<file path="src/rtl/trap_pkg.sv">
// Shared definitions for the trapezoid filter parameter path.
// Holds the frame header constant, the loader FSM state type, the
// value-byte-count helper and the parameter index map that the
// trapezoid filter decodes on selParam.
package trap_pkg;

  // First byte of every parameter frame.
  localparam logic [7:0] TRAP_HDR = 8'hA5;

  // Number of implemented parameter addresses in the filter.
  localparam int unsigned TRAP_NUM_PARAMS = 4;

  // Parameter indices shared with the trapezoid filter.
  localparam int unsigned TRAP_IDX_K    = 0;  // rise length
  localparam int unsigned TRAP_IDX_L    = 1;  // rise + flat-top length
  localparam int unsigned TRAP_IDX_M    = 2;  // pole-zero / decay compensation
  localparam int unsigned TRAP_IDX_GAIN = 3;  // output scaling

  // Loader FSM states.
  typedef enum logic [2:0] {
    StIdle,
    StAddr,
    StVal,
    StCsum,
    StWrite,
    StErr
  } trap_state_e;

  // Number of bytes needed to carry an nbits-wide value.
  function automatic int unsigned trap_nbytes(int unsigned nbits);
    return (nbits + 7) / 8;
  endfunction

endpackage

</file>
<file path="src/rtl/trap_param_loader.sv">
// Byte-stream parameter programmer for the trapezoid filter.
// Decodes frames  A5 | ADDR | value bytes (MSB first) | CSUM  into one
// single-cycle write on selParam/params. CSUM is the XOR of ADDR and the
// value bytes. Bad checksum, out-of-range address or an inter-byte gap
// longer than TIMEOUT cycles produce a frame_err pulse and no write.
//
// Ports:
//   clk       system clock, rising edge
//   clr       asynchronous active-low reset
//   rx_data   incoming byte
//   rx_valid  rx_data is valid
//   rx_ready  loader accepts a byte this cycle (low for one bubble per frame)
//   params    registered parameter value, held until the next write
//   selParam  registered parameter address, held until the next write
//   param_we  one-cycle write strobe
//   frame_ok  one-cycle pulse: frame accepted and written
//   frame_err one-cycle pulse: frame rejected
module trap_param_loader
  import trap_pkg::*;
#(
  parameter int unsigned Nbits      = 14,
  parameter int unsigned ADDR_WIDTH = 8,
  parameter int unsigned NUM_PARAMS = TRAP_NUM_PARAMS,
  parameter int unsigned TIMEOUT    = 1024
) (
  input  logic                  clk,
  input  logic                  clr,
  input  logic [7:0]            rx_data,
  input  logic                  rx_valid,
  output logic                  rx_ready,
  output logic [Nbits-1:0]      params,
  output logic [ADDR_WIDTH-1:0] selParam,
  output logic                  param_we,
  output logic                  frame_ok,
  output logic                  frame_err
);

  localparam int unsigned NB   = trap_nbytes(Nbits);
  localparam int unsigned ShW  = 8 * NB;
  localparam int unsigned CntW = $clog2(NB + 1);
  localparam int unsigned TmoW = $clog2(TIMEOUT + 1);

  trap_state_e           state_q, state_d;
  logic [7:0]            addr_q, addr_d;
  logic [ShW-1:0]        shift_q, shift_d;
  logic [7:0]            xor_q, xor_d;
  logic [CntW-1:0]       bcnt_q, bcnt_d;
  logic [TmoW-1:0]       tmo_q, tmo_d;
  logic [Nbits-1:0]      params_q, params_d;
  logic [ADDR_WIDTH-1:0] sel_q, sel_d;
  logic                  we_q, we_d;
  logic                  ok_q, ok_d;
  logic                  err_q, err_d;
  logic                  ready_q, ready_d;
  logic                  accept;

  assign accept = rx_valid && ready_q;

  always_comb begin
    state_d  = state_q;
    addr_d   = addr_q;
    shift_d  = shift_q;
    xor_d    = xor_q;
    bcnt_d   = bcnt_q;
    tmo_d    = tmo_q;
    params_d = params_q;
    sel_d    = sel_q;
    we_d     = 1'b0;
    ok_d     = 1'b0;
    err_d    = 1'b0;

    unique case (state_q)
      StIdle: begin
        xor_d  = '0;
        bcnt_d = '0;
        tmo_d  = '0;
        if (accept && rx_data == TRAP_HDR) state_d = StAddr;
      end
      StAddr: begin
        if (accept) begin
          addr_d  = rx_data;
          xor_d   = xor_q ^ rx_data;
          bcnt_d  = '0;
          state_d = StVal;
        end
      end
      StVal: begin
        if (accept) begin
          // Cast drops the oldest byte; only the low Nbits are ever used.
          shift_d = ShW'({shift_q, rx_data});
          xor_d   = xor_q ^ rx_data;
          if (bcnt_q == CntW'(NB - 1)) begin
            state_d = StCsum;
          end else begin
            bcnt_d = bcnt_q + 1'b1;
          end
        end
      end
      StCsum: begin
        if (accept) begin
          // Range check uses the full address byte, not the truncated one.
          if (rx_data == xor_q && 32'(addr_q) < NUM_PARAMS) begin
            params_d = shift_q[Nbits-1:0];
            sel_d    = addr_q[ADDR_WIDTH-1:0];
            we_d     = 1'b1;
            ok_d     = 1'b1;
            state_d  = StWrite;
          end else begin
            err_d   = 1'b1;
            state_d = StErr;
          end
        end
      end
      StWrite, StErr: state_d = StIdle;
      default:        state_d = StIdle;
    endcase

    // Inter-byte gap watchdog while inside a frame; an accepted byte wins.
    if (state_q inside {StAddr, StVal, StCsum}) begin
      if (accept) begin
        tmo_d = '0;
      end else if (tmo_q == TmoW'(TIMEOUT)) begin
        tmo_d   = '0;
        err_d   = 1'b1;
        state_d = StErr;
      end else begin
        tmo_d = tmo_q + 1'b1;
      end
    end

    // Registered so that ready is low during reset and during the bubble.
    ready_d = state_d inside {StIdle, StAddr, StVal, StCsum};
  end

  always_ff @(posedge clk or negedge clr) begin
    if (!clr) begin
      state_q  <= StIdle;
      addr_q   <= '0;
      shift_q  <= '0;
      xor_q    <= '0;
      bcnt_q   <= '0;
      tmo_q    <= '0;
      params_q <= '0;
      sel_q    <= '0;
      we_q     <= 1'b0;
      ok_q     <= 1'b0;
      err_q    <= 1'b0;
      ready_q  <= 1'b0;
    end else begin
      state_q  <= state_d;
      addr_q   <= addr_d;
      shift_q  <= shift_d;
      xor_q    <= xor_d;
      bcnt_q   <= bcnt_d;
      tmo_q    <= tmo_d;
      params_q <= params_d;
      sel_q    <= sel_d;
      we_q     <= we_d;
      ok_q     <= ok_d;
      err_q    <= err_d;
      ready_q  <= ready_d;
    end
  end

  assign rx_ready  = ready_q;
  assign params    = params_q;
  assign selParam  = sel_q;
  assign param_we  = we_q;
  assign frame_ok  = ok_q;
  assign frame_err = err_q;

endmodule

</file>
<file path="config.mk">
export PLATFORM = sky130hd
export DESIGN_NAME = trap_param_loader
export DESIGN_NICKNAME = d
export VERILOG_FILES = /design/src/rtl/trap_pkg.sv /design/src/rtl/trap_param_loader.sv
export SDC_FILE = /design/constraint.sdc
export NUM_CORES = 1
export LEC_CHECK = 0
export CAP_MARGIN = 10
export CELL_PAD_IN_SITES_DETAIL_PLACEMENT = 0
export CELL_PAD_IN_SITES_GLOBAL_PLACEMENT = 2
export CORE_MARGIN = 4
export CORE_UTILIZATION = 30
export DETAILED_ROUTE_END_ITERATION = 8
export GPL_ROUTABILITY_DRIVEN = 0
export PLACE_DENSITY_LB_ADDON = 0.1
export SLEW_MARGIN = 10
export SYNTH_ARGS = -nofsm -noshare
export SYNTH_HDL_FRONTEND = slang
export SYNTH_SLANG_ARGS = --single-unit
</file>
<file path="constraint.sdc">
create_clock -name clk -period 4.4 [get_ports clk]
set_clock_uncertainty 0.15 [all_clocks]
set_input_delay 0.88 -clock clk [delete_from_list [all_inputs] [get_ports clk]]
set_output_delay 0.88 -clock clk [all_outputs]
set_load 0.02 [all_outputs]
</file>
==> results of run 1 <==
critical path, stage by stage:
cell and delay [ns]:
clkdlybuf4s50_1 0.47, and2_1 0.33, nand3_1 0.29, nor4_4 0.20, buf_4 0.36, mux2_2 0.38
final timing paths:
path | startpoint | end | slack [ns] | cells past startpoint
setup / recovery | rx_valid | selParam[1]$_DFFE_PN0P_ | 1.55 | 6
hold / removal | selParam[6]$_DFFE_PN0P_ | selParam[6]$_DFFE_PN0P_ | 0.34 | 1
setup reg to reg | addr_q[7]$_DFFE_PN0P_ | selParam[1]$_DFFE_PN0P_ | 2.05 | 5
hold reg to reg | selParam[6]$_DFFE_PN0P_ | selParam[6]$_DFFE_PN0P_ | 0.34 | 1
max in group asynchronous | clr | tmo_q[3]$_DFFE_PN0P_ | 2.97 | 1
min in group asynchronous | clr | bcnt_q[1]$_DFFE_PN0P_ | 0.51 | 1
layout by cell type, fill, tap and decap left out, types with 3 or more instances in the layout:
| master | n |
|---|---|
| nor2_1 | 6 |
| nor2b_1 | 5 |
| dfrtp_1 | 71 |
| ha_1 | 3 |
| nand4_1 | 5 |
| buf_4 | 5 |
| nand3b_1 | 4 |
| mux2_2 | 28 |
| nor3_1 | 9 |
| nor4b_1 | 3 |
| mux2i_1 | 5 |
| clkdlybuf4s50_1 | 35 |
| a31oi_1 | 9 |
| inv_1 | 5 |
| mux2_4 | 10 |
| xnor2_1 | 9 |
| clkbuf_8 | 9 |
| nand2_1 | 15 |
| nand2b_1 | 11 |
| o31ai_1 | 8 |
| nand3_1 | 6 |
| and2_1 | 5 |
| clkinv_4 | 3 |
| o21ai_0 | 15 |
state kept, by name (all words and copies together) (netlist names):
name,cells
bcnt_q,2
shift_q,14
state_q,3
selParam,8
frame_ok,1
xor_q,8
rx_ready,1
frame_err,1
tmo_q,11
addr_q,8
params,14
area by class of cell:
class,count,area (µm²)
Fill cell,1058,6810
Sequential cell,71,1780
Multi-Input combinational cell,181,1420
Timing Repair Buffer,40,388
Tap cell,140,175
Clock buffer,10,128
Clock inverter,6,71.3
Inverter,5,18.8
layer usage:
| metal | vias up | global-route usage |
|---|---|---|
| li1 | 1047 | - |
| met1 | 1095 | 0.168 |
| met2 | 24 | 0.191 |
| met3 | 7 | 0.0374 |
| met4 | 0 | 0.0288 |
| met5 | - | 0 |
through the flow:
stage                     hold slack (ns)   util  area (µm²)  total power [W]  cells
after floorplan                     0.293      -        3300          0.00139    272
after global placement              0.314  0.350        3780          0.00158    437
after detailed placement            0.324  0.350        3780          0.00158    437
after CTS                           0.347  0.369        3980          0.00212    453
after global routing                0.355  0.369        3980          0.00224    453
final                               0.341  0.369        3980          0.00208    453
logic make-up after synthesis:
| group | count (synthesis) |
|---|---|
| and+or+nand+nor | 84 |
| DFF | 71 |
| muxes | 44 |
| AOI/OAI and AO/OA | 40 |
| buffers and inverters | 20 |
| xor gates and xnor gates | 10 |
| adders and majority gates | 3 |
where the power goes:
group / switching [W] / internal [W] / total [W]
clock network: 0.000260 / 0.000265 / 0.000525
logic: 0.000320 / 0.000277 / 0.000597
registers: 0.000141 / 0.000817 / 0.000958
==> qor.yml, run 1 <==
floorplanning:
  core_area_um2: 10800
  start_util: 0.306
  rows: 38
  ioPinCount: 37
  die_h_um: 113
  die_w_um: 113
  die_area_um2: 12800
synthesis:
  synth_cell_type_count: 46
  synth_flop_cell: "dfrtp_1"
  synth_edf_count: 0
  ys_seq_elements: 71
  yosysTopAreaCell: "dfrtp_1"
  yosysSeqAreaShare: 0.538
  synthTopCellsByArea: "dfrtp_1 (54%), mux2_2 (9.5%), mux2_4 (4.5%)"
  synthSimpleGateAreaFrac: 0.155
  synth_fa_ha_area_frac: 0.0114
  synth-xor-area-share: 0.0265
  ys_top_cells_by_count: "dfrtp_1 (71), mux2_2 (28), nand2_1 (15), o21ai_0 (15), nand2b_1 (11)"
  postSynthAreaPerCell_um2: 12.1
  synth_compound_area_frac: 0.0780
  async_flop_share: 1.00
  synth.area.mux_share: 0.159
  yosysTopAreaCellShare: 0.538
  yosys.cell_count.top_type: "dfrtp_1"
  synth_top_family_by_area: "multiplexers"
  syn_area_um2: 3300
  yosysWarningCount: 0
  synth_fp_nets: 286
  synthCells: 272
cells_and_area:
  area_growth_pct: 20.5
  insertedDiodeCount: 0
  nets: 322
  drive_gt1_frac: 0.208
timing:
  slew_headroom: 0.379
  fmax_ghz: 0.350
  fin_crit_sh: 0.648
  period_needed_ns: 2.85
  tightest_slew_ns: 0.932
  rsz0062_at_grt: "false"
  fin_ws_ns: 1.55
  hold_viol: 0
  fin_tns_setup_ns: 0
  setup_viol: 0
  drv_slew: 0
cts:
  cts_tree: "yes"
  root_buffer: "clkbuf_8"
  clock_sinks: 71
  cts_buffers: 9
  cts-resized-gates: 0
  clk_latency_ns: 0.34
  cts_setup_buffers: 0
  htreeDepth: 3
  ctsHoldBuffers: 0
  cts_buffer_depth: 2
  clk_pin_slew_ns: 0.08
critical_path:
  startpoint_type: "primary input"
  worst-path-max-fanout: 22
  crit_required_ns: 4.48
  crit_path_end_kind: "flop"
  worst-setup-path-type: "in -> reg"
  arrival_ns: 2.93
job:
  max_cap_violations: 0
grt:
  gr-total-overflow: 0
  grt_max_degree: 72
  grt_pass1_vias: 2273
  antenna_found_initial: 0
  grt_pass1_wl_mm: 12.3
  grt_usage: 0.122
route:
  vias: 2173
  wl_met1_mm: 3.69
  first_pass_iters: 4
  route.met2.wl_mm: 3.46
  wl_per_cell_um: 16.4
  top_layer: "met4"
  drt-total-wl_mm: 7.43
  dr_wl_met3_um: 203
  drt_iter0_markers: 83
  vias_per_cell: 4.80
  ant_nets: 0
  route.detailed.drc: 0
status:
  status: "complete, no violations"
power_and_ir_drop:
  powerDensity_nw_per_um2: 523
  vdd_ir_drop_max_mv: 0.182
  cellLeakagePower_nw: 1.68
placement:
  dp_hpwl_mm: 4.81
  pre_cts_ws_ns: 1.17
  portBuffers: 36
worst_hold_path:
  hp-class: "reg -> reg"
(Power assumes the default switching activity.)
==> run 2: changes to the inputs <==
Clock period 4.4 ns to 2.55 ns, I/O delays scaled along.
==> run 2 against run 1 <==
Effect of this change: first-iteration DRC count down 3.6%; critical path depth unchanged; global-route usage increased by 0.37 points; utilization grew 1.5 points; final area is 4.2% higher; non-clock buffer count grew 18; routed wire length is 3.1% higher; cell count up 4.0%; sequential cell count stayed put; die area unchanged; largest power group unchanged; sequential share of layout area down 1.8 points; highest routed layer unchanged.
==> qor.yml, run 2 (synthesis gave the netlist of run 1 again) <==
floorplanning:
  die_w_um: 113  # unchanged
  die_area_um2: 12800  # unchanged
  die_h_um: 113  # unchanged
  start_util: 0.306  # unchanged
  core_area_um2: 10800  # unchanged
  ioPinCount: 37  # unchanged
  rows: 38  # unchanged
route:
  drt_iter0_markers: 80  # was 83
  ant_nets: 0  # unchanged
  route.detailed.drc: 0  # unchanged
  drt-total-wl_mm: 7.66  # was 7.43 mm
  first_pass_iters: 4  # unchanged
  vias: 2254  # was 2173
  wl_per_cell_um: 16.3  # was 16.4 µm
  vias_per_cell: 4.79  # was 4.80
grt:
  grt_max_degree: 39  # was 72
  grt_usage: 0.126  # was 0.122
  gr-total-overflow: 0  # unchanged
  grt_pass1_vias: 2393  # was 2273
  antenna_found_initial: 0  # unchanged
  grt_pass1_wl_mm: 12.7  # was 12.3 mm
placement:
  dpl.cell_count: 454  # was 437
  portBuffers: 36  # unchanged
  dp_hpwl_mm: 5.25  # was 4.81 mm
cts:
  htreeDepth: 3  # unchanged
  cts_buffers: 9  # unchanged
  cts_tree: "yes"  # unchanged
  clk_latency_ns: 0.35  # was 0.34 ns
  clock_sinks: 71  # unchanged
  root_buffer: "clkbuf_8"  # unchanged
  cts_buffer_depth: 2  # unchanged
  clk_pin_slew_ns: 0.08  # about the same
critical_path:
  ff2ff_path_depth: 7  # was 5
  r2r_setup_slack_ns: 0.37  # was 2.05 ns
  worst-path-max-fanout: 17  # was 22
  crit_required_ns: 2.64  # was 4.48 ns
  crit_path_end_kind: "flop"  # unchanged
  arrival_ns: 2.29  # was 2.93 ns
  startpoint_type: "primary input"  # unchanged
  worst-setup-path-type: "in -> reg"  # unchanged
timing:
  hold_viol: 0  # unchanged
  period_needed_ns: 2.20
  fin_tns_setup_ns: 0  # unchanged
  fin_crit_sh: 0.863
  drv_slew: 0  # unchanged
  fmax_ghz: 0.454
  setup_viol: 0  # unchanged
  slew_headroom: 0.663  # was 0.379
  rsz0062_at_grt: "false"  # unchanged
  tightest_slew_ns: 0.504  # was 0.932 ns
cells_and_area:
  nets: 340  # was 322
  mostFrequentLayoutCells: "dfrtp_1 (71), clkdlybuf4s50_1 (35), mux2_2 (28)"  # unchanged
  layout_commonest_cell: "dfrtp_1"  # unchanged
  insertedDiodeCount: 0  # unchanged
  utilization: 0.384  # was 0.369
  drive_gt1_frac: 0.251  # was 0.208
  instances_no_fill: 471  # was 453
  area_growth_pct: 25.5  # was 20.5%
worst_hold_path:
  hold_depth: 1  # unchanged
  hp-class: "reg -> reg"  # unchanged
job:
  max_cap_violations: 0  # unchanged
power_and_ir_drop:
  powerDensity_nw_per_um2: 886  # was 523 nW/µm²
  cellLeakagePower_nw: 1.77  # was 1.68 nW
  vdd_ir_drop_max_mv: 0.245  # was 0.182 mV
status:
  status: "complete, no violations"  # unchanged
-- run 2: metal layers --
layer  GRT usage  share of wire  up-vias
met1       0.168           0.48     1130
met4      0.0385          0.014        0
li1            -              -     1086
met3      0.0337          0.031        9
met2       0.202           0.47       29
met5           0              0        -
-- run 2: per-stage QoR --
stage | area, µm² | power [W] | worst slack, ns | hold WS [ns]
5_1_grt | 4150 | 0.00396 | 0.187 | 0.356
3_5_place_dp | 3930 | 0.00278 | -0.0611 | 0.328
4_1_cts | 4150 | 0.00376 | 0.344 | 0.340
2_1_floorplan | 3300 | 0.00240 | 0.519 | 0.0644
3_3_place_gp | 3930 | 0.00277 | -0.0516 | 0.319
6_report | 4150 | 0.00367 | 0.348 | 0.337
-- run 2: worst max-delay path, stage by stage --
cell	delay (ns)
clkdlybuf4s50_1	0.45
xnor2_1	0.28
nand4_1	0.18
nor4_4	0.29
buf_12	0.21
mux2_2	0.34
-- run 2: final cells by class --
class                      instances  area, µm²
fill                            1040       6650
clock buffer                       9        124
multi-input combinational        181       1420
inverter                           5       18.8
tap                              140        175
timing repair buffer              58        551
clock inverter                     7       78.8
sequential                        71       1780
-- run 2: path summary, 6_finish.rpt --
check | from | endpoint
setup / recovery | rx_data[5] | selParam[0]$_DFFE_PN0P_
hold reg to reg | tmo_q[10]$_DFFE_PN0P_ | tmo_q[10]$_DFFE_PN0P_
max in group asynchronous | clr | state_q[1]$_DFF_PN0_
min in group asynchronous | clr | xor_q[1]$_DFFE_PN0P_
setup reg to reg | tmo_q[0]$_DFFE_PN0P_ | tmo_q[6]$_DFFE_PN0P_
hold / removal | tmo_q[10]$_DFFE_PN0P_ | tmo_q[10]$_DFFE_PN0P_
-- run 2: timing repair --
action	in CTS	in global routing
setup buffers	0	0
hold buffers	1	0
hold endpoints to repair	33	0
gates resized for setup	0	0
-- run 2: report_power, final --
part           internal [W]  switching [W]  leakage, nW
Clock              0.000462       0.000474       0.0929
Sequential          0.00141       0.000231        0.928
Combinational      0.000534       0.000563        0.749
Total               0.00241        0.00127         1.77
